### src/rtl/cpu_pkg.sv
// Shared CPU definitions: sequencer state encoding, address-source codes
// and the default memory address width.
package cpu_pkg;

  localparam int ADDR_W_DEFAULT = 5;

  localparam logic [1:0] ADDR_SRC_IDLE  = 2'b00;
  localparam logic [1:0] ADDR_SRC_FETCH = 2'b01;
  localparam logic [1:0] ADDR_SRC_DATA  = 2'b10;
  localparam logic [1:0] ADDR_SRC_SKIP  = 2'b11;

  // State codes equal the addr_src codes, so the source output is the state itself.
  typedef enum logic [1:0] {
    ST_IDLE  = ADDR_SRC_IDLE,
    ST_FETCH = ADDR_SRC_FETCH,
    ST_DATA  = ADDR_SRC_DATA,
    ST_SKIP  = ADDR_SRC_SKIP
  } seq_state_e;

  function automatic logic [1:0] state_to_src(input seq_state_e s);
    return s;
  endfunction

endpackage

### src/rtl/mem_addr_sequencer_skip_latch.sv
// Pending skip holder: remembers the latest redirect target until the SKIP
// transaction that serves it has completed on the memory bus.
module mem_addr_sequencer_skip_latch
  import cpu_pkg::*;
#(
  parameter int ADDR_W = ADDR_W_DEFAULT
) (
  input  logic              clk,
  input  logic              rst_n,
  input  logic              set,
  input  logic [ADDR_W-1:0] set_addr,
  input  logic              take,
  input  logic              done,
  output logic              queued_eff,
  output logic [ADDR_W-1:0] target_eff,
  output logic              pending
);

  logic              queued_q;
  logic [ADDR_W-1:0] target_q;
  logic              pending_q;
  logic              queued_next;

  // A same-cycle request is visible to the current decision.
  assign queued_eff  = queued_q | set;
  assign target_eff  = set ? set_addr : target_q;
  assign queued_next = queued_eff & ~take;
  assign pending     = pending_q;

  // Pending stays high while a skip waits to launch or is in flight.
  always_ff @(posedge clk or negedge rst_n) begin
    if (!rst_n) begin
      queued_q  <= 1'b0;
      target_q  <= '0;
      pending_q <= 1'b0;
    end else begin
      if (set) begin
        target_q <= set_addr;
      end
      queued_q  <= queued_next;
      pending_q <= queued_next | take | (pending_q & ~done);
    end
  end

endmodule

### src/rtl/mem_addr_sequencer.sv
// Registered memory address sequencer: arbitrates fetch, data and skip
// redirects onto one address bus and holds each address until mem_ready.
module mem_addr_sequencer
  import cpu_pkg::*;
#(
  parameter int ADDR_W    = ADDR_W_DEFAULT,
  parameter bit SKIP_PRIO = 1'b1
) (
  input  logic              clk,
  input  logic              rst_n,
  input  logic              pc_active,
  input  logic [ADDR_W-1:0] inst_addr,
  input  logic              data_req,
  input  logic [ADDR_W-1:0] data_addr,
  input  logic              skip_req,
  input  logic [ADDR_W-1:0] skip_addr,
  input  logic              mem_ready,
  output logic [ADDR_W-1:0] address,
  output logic              addr_valid,
  output logic [1:0]        addr_src,
  output logic              data_ack,
  output logic              skip_ack,
  output logic              skip_pending
);

  seq_state_e        state_q, state_d;
  logic [ADDR_W-1:0] address_q, address_d;
  logic              data_ack_q, skip_ack_q;
  logic              complete, decide;
  logic              data_done, skip_done, take_skip;
  logic              skip_queued;
  logic [ADDR_W-1:0] skip_target;

  mem_addr_sequencer_skip_latch #(
    .ADDR_W(ADDR_W)
  ) u_skip_latch (
    .clk        (clk),
    .rst_n      (rst_n),
    .set        (skip_req),
    .set_addr   (skip_addr),
    .take       (take_skip),
    .done       (skip_done),
    .queued_eff (skip_queued),
    .target_eff (skip_target),
    .pending    (skip_pending)
  );

  // Decision happens in IDLE or when the live transaction is accepted;
  // everything below is gated off while pc_active is low.
  always_comb begin
    state_d   = state_q;
    address_d = address_q;
    complete  = 1'b0;
    decide    = 1'b0;
    take_skip = 1'b0;
    data_done = 1'b0;
    skip_done = 1'b0;
    if (pc_active) begin
      complete  = (state_q != ST_IDLE) && mem_ready;
      decide    = (state_q == ST_IDLE) || mem_ready;
      data_done = complete && (state_q == ST_DATA);
      skip_done = complete && (state_q == ST_SKIP);
      if (decide) begin
        if (SKIP_PRIO && skip_queued) begin
          state_d   = ST_SKIP;
          address_d = skip_target;
          take_skip = 1'b1;
        end else if (data_req) begin
          state_d   = ST_DATA;
          address_d = data_addr;
        end else if (skip_queued) begin
          state_d   = ST_SKIP;
          address_d = skip_target;
          take_skip = 1'b1;
        end else begin
          state_d   = ST_FETCH;
          address_d = inst_addr;
        end
      end
    end
  end

  always_ff @(posedge clk or negedge rst_n) begin
    if (!rst_n) begin
      state_q    <= ST_IDLE;
      address_q  <= '0;
      data_ack_q <= 1'b0;
      skip_ack_q <= 1'b0;
    end else begin
      state_q    <= state_d;
      address_q  <= address_d;
      data_ack_q <= data_done;
      skip_ack_q <= skip_done;
    end
  end

  assign address    = address_q;
  assign addr_src   = state_to_src(state_q);
  assign addr_valid = (state_q != ST_IDLE);
  assign data_ack   = data_ack_q;
  assign skip_ack   = skip_ack_q;

endmodule

### config.mk
export PLATFORM = sky130hd
export DESIGN_NAME = mem_addr_sequencer
export DESIGN_NICKNAME = d
export VERILOG_FILES = /design/src/rtl/cpu_pkg.sv /design/src/rtl/mem_addr_sequencer_skip_latch.sv /design/src/rtl/mem_addr_sequencer.sv
export SDC_FILE = /design/constraint.sdc
export NUM_CORES = 1
export LEC_CHECK = 0
export BUFFER_PORTS_ARGS = -buffer_cell sky130_fd_sc_hd__clkbuf_2
export CAP_MARGIN = 40
export CORE_MARGIN = 2
export CORE_UTILIZATION = 35
export DETAILED_ROUTE_END_ITERATION = 10
export PLACE_DENSITY_LB_ADDON = 0.25
export SKIP_CTS_REPAIR_TIMING = 1
export SLEW_MARGIN = 20
export SYNTH_ARGS = -nofsm -noshare
export SYNTH_HDL_FRONTEND = slang
export SYNTH_SLANG_ARGS = --single-unit
### constraint.sdc
create_clock -name clk -period 1.3 [get_ports clk]
set_clock_uncertainty 0.05 [all_clocks]
set_input_delay 0.065 -clock clk [delete_from_list [all_inputs] [get_ports clk]]
set_output_delay 0.065 -clock clk [all_outputs]
set_load 0.005 [all_outputs]
Word-level counts from Yosys, hierarchy flattened

Cells that the tools add are included.

Eq/ne operators: 2
Reductions and logical operators: 7
Muxes and demuxes: 10
Bitwise logic cells: 7

Operator list:

| cell               | count |
|---|---|
| $mux 5             | 3 |
| $mux 1             | 5 |
| $eq 2x2->1 const B | 2 |
| $mux 2             | 2 |
| $logic_and 1x1->1  | 3 |
| $or 1x1->1         | 3 |
| $and 1x1->1        | 2 |
| $logic_not 2->1    | 1 |
| $not 1->1          | 2 |
| $reduce_and 2->1   | 1 |
| $reduce_bool 2->1  | 1 |
| $logic_or 1x1->1   | 1 |

Word-level logic and storage cells: 33
Bits in registers: 16
Input bits: 21
Output and inout port bits: 11

Depth between registers and ports, before layout

Gate-level depths: netlist of the first run.

Depth in word-level cells: 8
Gate-level depth with buffers: 4
Depth with buffers taken out: 3

Hierarchy

From an unflattened synthesis of the first run, not the netlist that was laid out.

Cells, all modules: 68
Area total of the unflattened synthesis: 775.7 µm²

Modules (own cells, without submodules):

| module                        | area each (µm²) | cells an instance | times used | seq. area each (µm²) |
|---|---|---|---|---|
| mem_addr_sequencer            | 516.7           | 52                | 1          | 225.2 |
| mem_addr_sequencer_skip_latch | 259.0           | 16                | 1          | 175.2 |

Least setup slack after synthesis of the first run

No wires, ideal clock.

Kind: flip-flop to flip-flop
Start: register state_q[1] (netlist: addr_src[1])
End: register address_q[0] (netlist: address[0])
Cell stages (with the launch flop): 5
Data arrival time: 0.952 ns
Clock period less this slack: 1.130 ns
Path buffers: 1
Setup slack: 0.170 ns
Setup time: 0.128 ns
Required time: 1.122 ns
Cells stage by stage: dfrtp_1 > o21bai_2 > and2_4 > buf_6 > a31oi_1

Cells in the longest elaborated chain, start to end: 3

Ends and longest elaborated chain:

| element                    | RTL line                 | RTL |
|---|---|---|
| start: declaration         | mem_addr_sequencer.sv:26 | `seq_state_e state_q, state_d;` |
| start signal: assignment   | mem_addr_sequencer.sv:90 | `state_q <= state_d;` |
| $logic_not 2->1            | mem_addr_sequencer.sv:60 | `decide = (state_q == ST_IDLE) \|\| mem_ready;` |
| $logic_or 1x1->1           | mem_addr_sequencer.sv:60 |  |
| $reduce_and 2->1 (no line) | --                       |  |
| end signal: assignment     | mem_addr_sequencer.sv:91 | `address_q <= address_d;` |
| end: declaration           | mem_addr_sequencer.sv:27 | `logic [ADDR_W-1:0] address_q, address_d;` |

Every way passes these cells.
A chain may end at the register's enable or synchronous reset.

Worst setup path after layout of the first run

Start: register u_skip_latch.queued_q
End: register address_q[1] (netlist: address[1])

Cells in the longest elaborated chain, start to end: 2

Ends and longest elaborated chain:

| element                  | RTL line                            | RTL |
|---|---|---|
| start: declaration       | mem_addr_sequencer_skip_latch.sv:19 | `logic queued_q;` |
| start signal: assignment | mem_addr_sequencer_skip_latch.sv:40 | `queued_q <= queued_next;` |
| $or 1x1->1               | mem_addr_sequencer_skip_latch.sv:25 | `assign queued_eff = queued_q \| set;` |
| $mux 5                   | mem_addr_sequencer.sv:64            | `if (SKIP_PRIO && skip_queued) begin` |

Every way passes these cells.

==> impl_results.md, run 1 <==
* Initial core utilization at 0.360
* Lkg Pwr at 0.512 nW
* Start point of the critical path: u_skip_latch.queued_q
* Via density at 5.11
* CTS max path bufs at 2
* Grt ovf at 0
* Clock tree from TritonCTS: done
* Vias in the first global route at 609
* Worst setup path endpoint: address[1]
* Finished Cell Area at 0.00107 mm²
* Max IR drop VDD at 0.618 mV
* Kind of critical path: reg2reg
* Crit share post-route at 0.933
* Slew @ Worst Pin at 0.412 ns
* Seq/Total Area, Yosys at 0.513
* Status: finished clean
* Final total power at 0.00115 W
* Worst r2r path cells at 3
* Reg power frac at 0.536
* Worst r2r src: u_skip_latch.queued_q
* WL final at 1.74 mm
* Pwr/cell area at 1070 mW/mm²
* Commonest non-fill, non-tap cells in the layout: 31 x clkbuf_2, 15 x dfrtp_1, 11 x dlygate4sd3_1
* Clock latency at the later pin of the worst-skew pair at 0.28 ns
* Clock power share at 0.228
* Syn Inst Count at 73
* First-pass GRT wire length at 2.79 mm
* Setup crit start kind: register
* Total core area at 0.00217 mm²
* Largest net degree at the start of global routing at 17
* Final setup margin at 0.0874 ns
* Die H at 51.2 µm
* Inserted Diodes at 0
* Met1 Usage GRT at 0.222
* ANT nets after route at 0
* Endpoint class of the critical path: register
* Routability cong. at 0.717
* Reg2Reg Setup Slack at 0.09 ns
* Clock Pin Slew Worst Setup and Hold Paths at 0.09 ns
* Global route hottest layer: met1
* Die X at 51.2 µm
* Port Buffers at 31
* Setup_tns at 0 ns
* Drt wl/cell at 12.2 µm
* Cell area after placement at 941 µm²
* Final hold violation count at 0
* CTS Sinks at 16
* Commonest non-fill, non-tap cell in the layout: clkbuf_2
* Crit Path Max Fanout at 13
* Rows at 17
* Max Cap Viol at 0
* #FFs+latches synth at 16
* Worst R2R End: address[1]
* P&R area growth vs syn at 37.7%
* Total GRT Usage at 0.145
* Fin. max-slew vios at 0
* Setup slack at placement at 0.0405 ns
* Clock Tree Root: clkbuf_4
* Yosys warnings at 0
* Num CTS Buffers at 3
* Netlist cell types at 19
* DRT Pass-1 Iters at 4
* Mapped Area at 781 µm²
* Setup-failing EPs final at 0
* Worst hold slack at 0.0443 ns
* # IOs at 32
* Hold crit path type: in2reg
* Final nets at 138
* Die area at 0.00262 mm²
* Met2 usage at 0.193
* Sw Share at 0.289
* Pint at 0.000817 W
* Combinational group share of total power at 0.236
* # DRC at 0
* Period minus WS final at 1.21 ns
* Crit path arrival time at 1.37 ns
* CP required at 1.45 ns
* CTS H-tree lvls at 1
* Met3 Use GR at 0.0292
* Max-slew headroom at 0.725
* Layout cells sized above 1 at 0.374
* Dpl hpwl at 1.30 mm
* Avg Cell Area, Syn at 10.7 µm²
* Initial antenna violation count at 0
* Switching pwr at 0.000332 W
* Initial DRC count at 17
* Synthesized net count at 94
* Fmax at 0.825 GHz
* RSZ-0062 raised after global routing: false
* Vias after detailed routing at 731
## state kept, by name, indices dropped and copies added (netlist names)
| signal | flops |
|---|---|
| u_skip_latch.target_q | 5 |
| addr_src | 2 |
| skip_ack | 1 |
| u_skip_latch.pending | 1 |
| data_ack | 1 |
| address | 5 |
| u_skip_latch.queued_q | 1 |
## cells by family (layout without fill, tap and decap cells)
family | count (synthesis) | in the layout | share of synthesized area
flip-flops | 16 | 16 | 0.513
multiplexers | 5 | 5 | 0.0721
AO/OA/AOI/OAI | 25 | 25 | 0.205
buffers and inverters | 7 | 49 | 0.0577
AND/OR/NAND/NOR | 20 | 20 | 0.152
## through the flow
stage	instances	util
after floorplan	73	-
after global placement	129	0.434
after detailed placement	129	0.434
after CTS	132	0.444
after global routing	143	0.495
final	143	0.495
## power groups by stage
stage	Clock, W	Combinational, W	Sequential [W]
4_1_cts	0.000274	0.000249	0.000616
2_1_floorplan	0	0.000144	0.000614
3_5_place_dp	0	0.000248	0.000626
5_1_grt	0.000298	0.000305	0.000626
3_3_place_gp	0	0.000245	0.000622
6_report	0.000262	0.000271	0.000616
## worst min-delay path by stage
stage,start,endpoint,slack (ns),cells past startpoint
2_1_floorplan,rst_n,addr_src[0],-0.28,0
3_3_place_gp,rst_n,skip_ack,-0.03,1
3_5_place_dp,rst_n,skip_ack,-0.03,1
4_1_cts,rst_n,addr_src[0],-0.35,1
5_1_grt,mem_ready,data_ack,0.06,3
6_report,mem_ready,data_ack,0.04,3
## per-layer routing
| metal | part of all wire | wire length, µm |
|---|---|---|
| met5 | 0 | 0 |
| met4 | 0.0075 | 13 |
| met2 | 0.44 | 761 |
| met3 | 0.079 | 138 |
| met1 | 0.47 | 825 |
## area by class of cell
| type | count | area, µm² |
|---|---|---|
| clock buffer | 3 | 22.5 |
| fill | 219 | 1090 |
| inverter | 4 | 15.0 |
| sequential | 16 | 402 |
| multi-input combinational | 50 | 335 |
| timing repair buffer | 42 | 265 |
| tap | 28 | 35.0 |
## synth_stat cells
library cell  number  area share
inv_1              4       0.019
nor2_1             2      0.0096
a31oi_1            5       0.040
o22ai_1            5       0.040
nor3b_4            1       0.024
dfrtp_1           16        0.51
a21oi_1            5       0.032
a21o_1             5       0.048
nor3_1             2       0.013
buf_6              2       0.029
and2_4             1       0.011
o21bai_2           1       0.014
nor3b_1            5       0.048
or3_1              1      0.0080
mux2_2             5       0.072
nand2_1            8       0.038
o21ai_0            3       0.019
buf_4              1      0.0096
a22o_1             1       0.011
## critical path: stages (launching register included)
cell and delay (ns):
dfrtp_2 0.51, nor3b_4 0.31, nand2_1 0.09, a31oi_1 0.18
(Power assumes the default switching activity.)
==> run 2: changes to the inputs <==
--- a/config.mk
+++ b/config.mk
@@ -5,6 +5,7 @@
 export SDC_FILE = /design/constraint.sdc
 export NUM_CORES = 1
 export LEC_CHECK = 0
+export ABC_AREA = 1
 export BUFFER_PORTS_ARGS = -buffer_cell sky130_fd_sc_hd__clkbuf_2
 export CAP_MARGIN = 40
 export CORE_MARGIN = 2
==> run 2 against run 1 <==
Effect of this change: total power increased by 17%; die area increased by 1.0%; cell count rose by 22%; sequential power grew 5.5%; area after synthesis increased by 1.1%; highest routed layer unchanged.
==> impl_results.md, run 2 <==
* Status: finished clean
* Cell breakdown of the critical path: nor2_1 > nand2_1 > nand2_2 > inv_1 > nand2_1 > nand2_1
* Commonest non-fill, non-tap cells in the layout: 56 x nand2_1, 31 x clkbuf_2, 16 x dfrtp_1
* Fmax at 0.886 GHz
* Netlist cell types at 13
* Avg Cell Area, Syn at 7.45 µm²
* Period minus WS final at 1.13 ns
* P&R area growth vs syn at 34.7%
* # IOs at 32
* Routability cong. at 0.715
* Die H at 51.5 µm
* Grt ovf at 0
* Max-slew headroom at 0.742
* Endpoint class of the critical path: register
* Layout cells sized above 1 at 0.288
* Clock Pin Slew Worst Setup and Hold Paths at 0.09 ns
* Commonest non-fill, non-tap cell in the layout: nand2_1
* Vias in the first global route at 612
* CTS H-tree lvls at 1
* Fillers at 243
* Top post-synthesis cells by count: 57 x nand2_1, 16 x dfrtp_1, 15 x inv_1
* Worst path most repeated cell: nand2_1
* Number of synthesized flops with an enable pin at 0
* Rows at 17
* Worst r2r src: addr_src[0]
* First-pass GRT wire length at 2.57 mm
* Start point of the critical path: addr_src[0]
* Finished Cell Area at 0.00106 mm²
* Setup-failing EPs final at 0
* Synth Flop Type: dfrtp_1
* #FFs+latches synth at 16
* Via density at 4.20
* Top post-synthesis cells by area: dfrtp_1 51%, nand2_1 27%, inv_1 7.1%
* Setup_tns at 0 ns
* Cell area after placement at 965 µm²
* Final total power at 0.00135 W
* Num CTS Buffers at 3
* CTS max path bufs at 2
* Syn Inst Count at 106
* Max IR drop VDD at 0.526 mV
* CTS Sinks at 16
* Reg2Reg Setup Slack at 0.17 ns
* Slew @ Worst Pin at 0.387 ns
* Hold crit path type: in2reg
* Initial antenna violation count at 0
* ANT nets after route at 0
* Async S/R FF share, synth at 1.00
* Initial DRC count at 12
* Kind of critical path: reg2reg
* CP required at 1.43 ns
* Total core area at 0.00217 mm²
* Worst r2r path cells at 6
* WL final at 1.57 mm
* Initial core utilization at 0.364
* Crit Path Max Fanout at 7
* Drt wl/cell at 9.02 µm
* Die area at 0.00265 mm²
* # DRC at 0
* CP peak stage delay at 0.42 ns
* Crit share post-route at 0.869
* Cell accounting for the most synthesized area: dfrtp_1
* Setup crit start kind: register
* Synthesized net count at 127
* Clock tree from TritonCTS: done
* Vias after detailed routing at 731
* Total GRT Usage at 0.130
* Final nets at 168
* Hold Path Stages at 3
* Pwr/cell area at 1270 mW/mm²
* Largest net degree at the start of global routing at 17
* Crit path arrival time at 1.26 ns
* Yosys warnings at 0
* Most common cell in the synthesized netlist: nand2_1
* Worst setup path endpoint: address[4]
* Clock Tree Root: clkbuf_4
* Seq/Total Area, Yosys at 0.507
* Clock latency at the later pin of the worst-skew pair at 0.28 ns
* Mapped Area at 790 µm²
* Dpl hpwl at 1.25 mm
* Synth top area share at 0.507
* DRT Pass-1 Iters at 4
* Die X at 51.5 µm
* Final core utilization at 0.490
* Inserted Diodes at 0
* Max Cap Viol at 0
* Lkg Pwr at 0.655 nW
* Fin. max-slew vios at 0
* Final hold violation count at 0
* RSZ-0062 raised after global routing: false
* Critical-path top delay cell: dfrtp_1
* Worst R2R End: address[4]
* Port Buffers at 31
==> run 2: cell types whose count changed after synthesis, moves of 2 or more <==
cell / before / now
inv_2: 0 / 2
nand3_1: 0 / 5
nand2_1: 8 / 57
a31oi_1: 5 / 0
mux2_2: 5 / 0
a21oi_1: 5 / 0
inv_1: 4 / 15
o22ai_1: 5 / 0
a21o_1: 5 / 0
o21ai_0: 3 / 1
nor3b_1: 5 / 0
o21ai_1: 0 / 2
==> run 2: stage by stage <==
step / worst slack [ns] / cells / hold WS [ns]
after global routing: 0.00133 / 174 / 0.0529
after floorplan: 0.309 / 106 / -0.281
final: 0.171 / 174 / 0.0319
after detailed placement: 0.123 / 164 / -0.0400
after CTS: 0.108 / 168 / -0.353
after global placement: 0.169 / 164 / -0.0486
==> run 2: layout make-up <==
class                   count  area [µm²]  area share
repair buffers             38         223       0.209
well taps                  28        35.0      0.0329
flip-flops and latches     16         400       0.376
clock buffers               4        36.3      0.0341
multi-input cells          70         299       0.281
inverters                  18        70.1      0.0659
==> run 2: worst max-delay path, delay by kind of cell (launching register included) <==
family / cells / cell delay, ns
simple gates: 5 / 0.46
flops: 1 / 0.42
buf+inv: 1 / 0.11
==> run 2: layer usage <==
metal,track usage,part of all wire
met1,0.179,0.45
met3,0.00862,0.052
met5,0,0
met4,0.0789,0.023
met2,0.201,0.47
==> run 2: worst min-delay path by stage <==
stage               startpoint          end  slack (ns)
floorplan                rst_n  addr_src[0]       -0.28
CTS                      rst_n  addr_src[1]       -0.35
global placement         rst_n  addr_src[1]       -0.05
detailed placement       rst_n  addr_src[1]       -0.04
global route         mem_ready     data_ack        0.05
finish               mem_ready     skip_ack        0.03
==> run 2: power breakdown <==
group	switching, W	leakage (nW)	total [W]	internal [W]
clock network	0.000150	0.0210	0.000320	0.000170
logic	0.000207	0.439	0.000375	0.000169
registers	0.0000577	0.195	0.000650	0.000592
==> run 2: logic make-up (layout without fill, tap and decap cells) <==
group | Yosys count | count (layout) | share of synthesized area
compound gates | 3 | 3 | 0.0190
buf+inv | 20 | 60 | 0.117
flops | 16 | 16 | 0.507
simple gates | 67 | 67 | 0.357
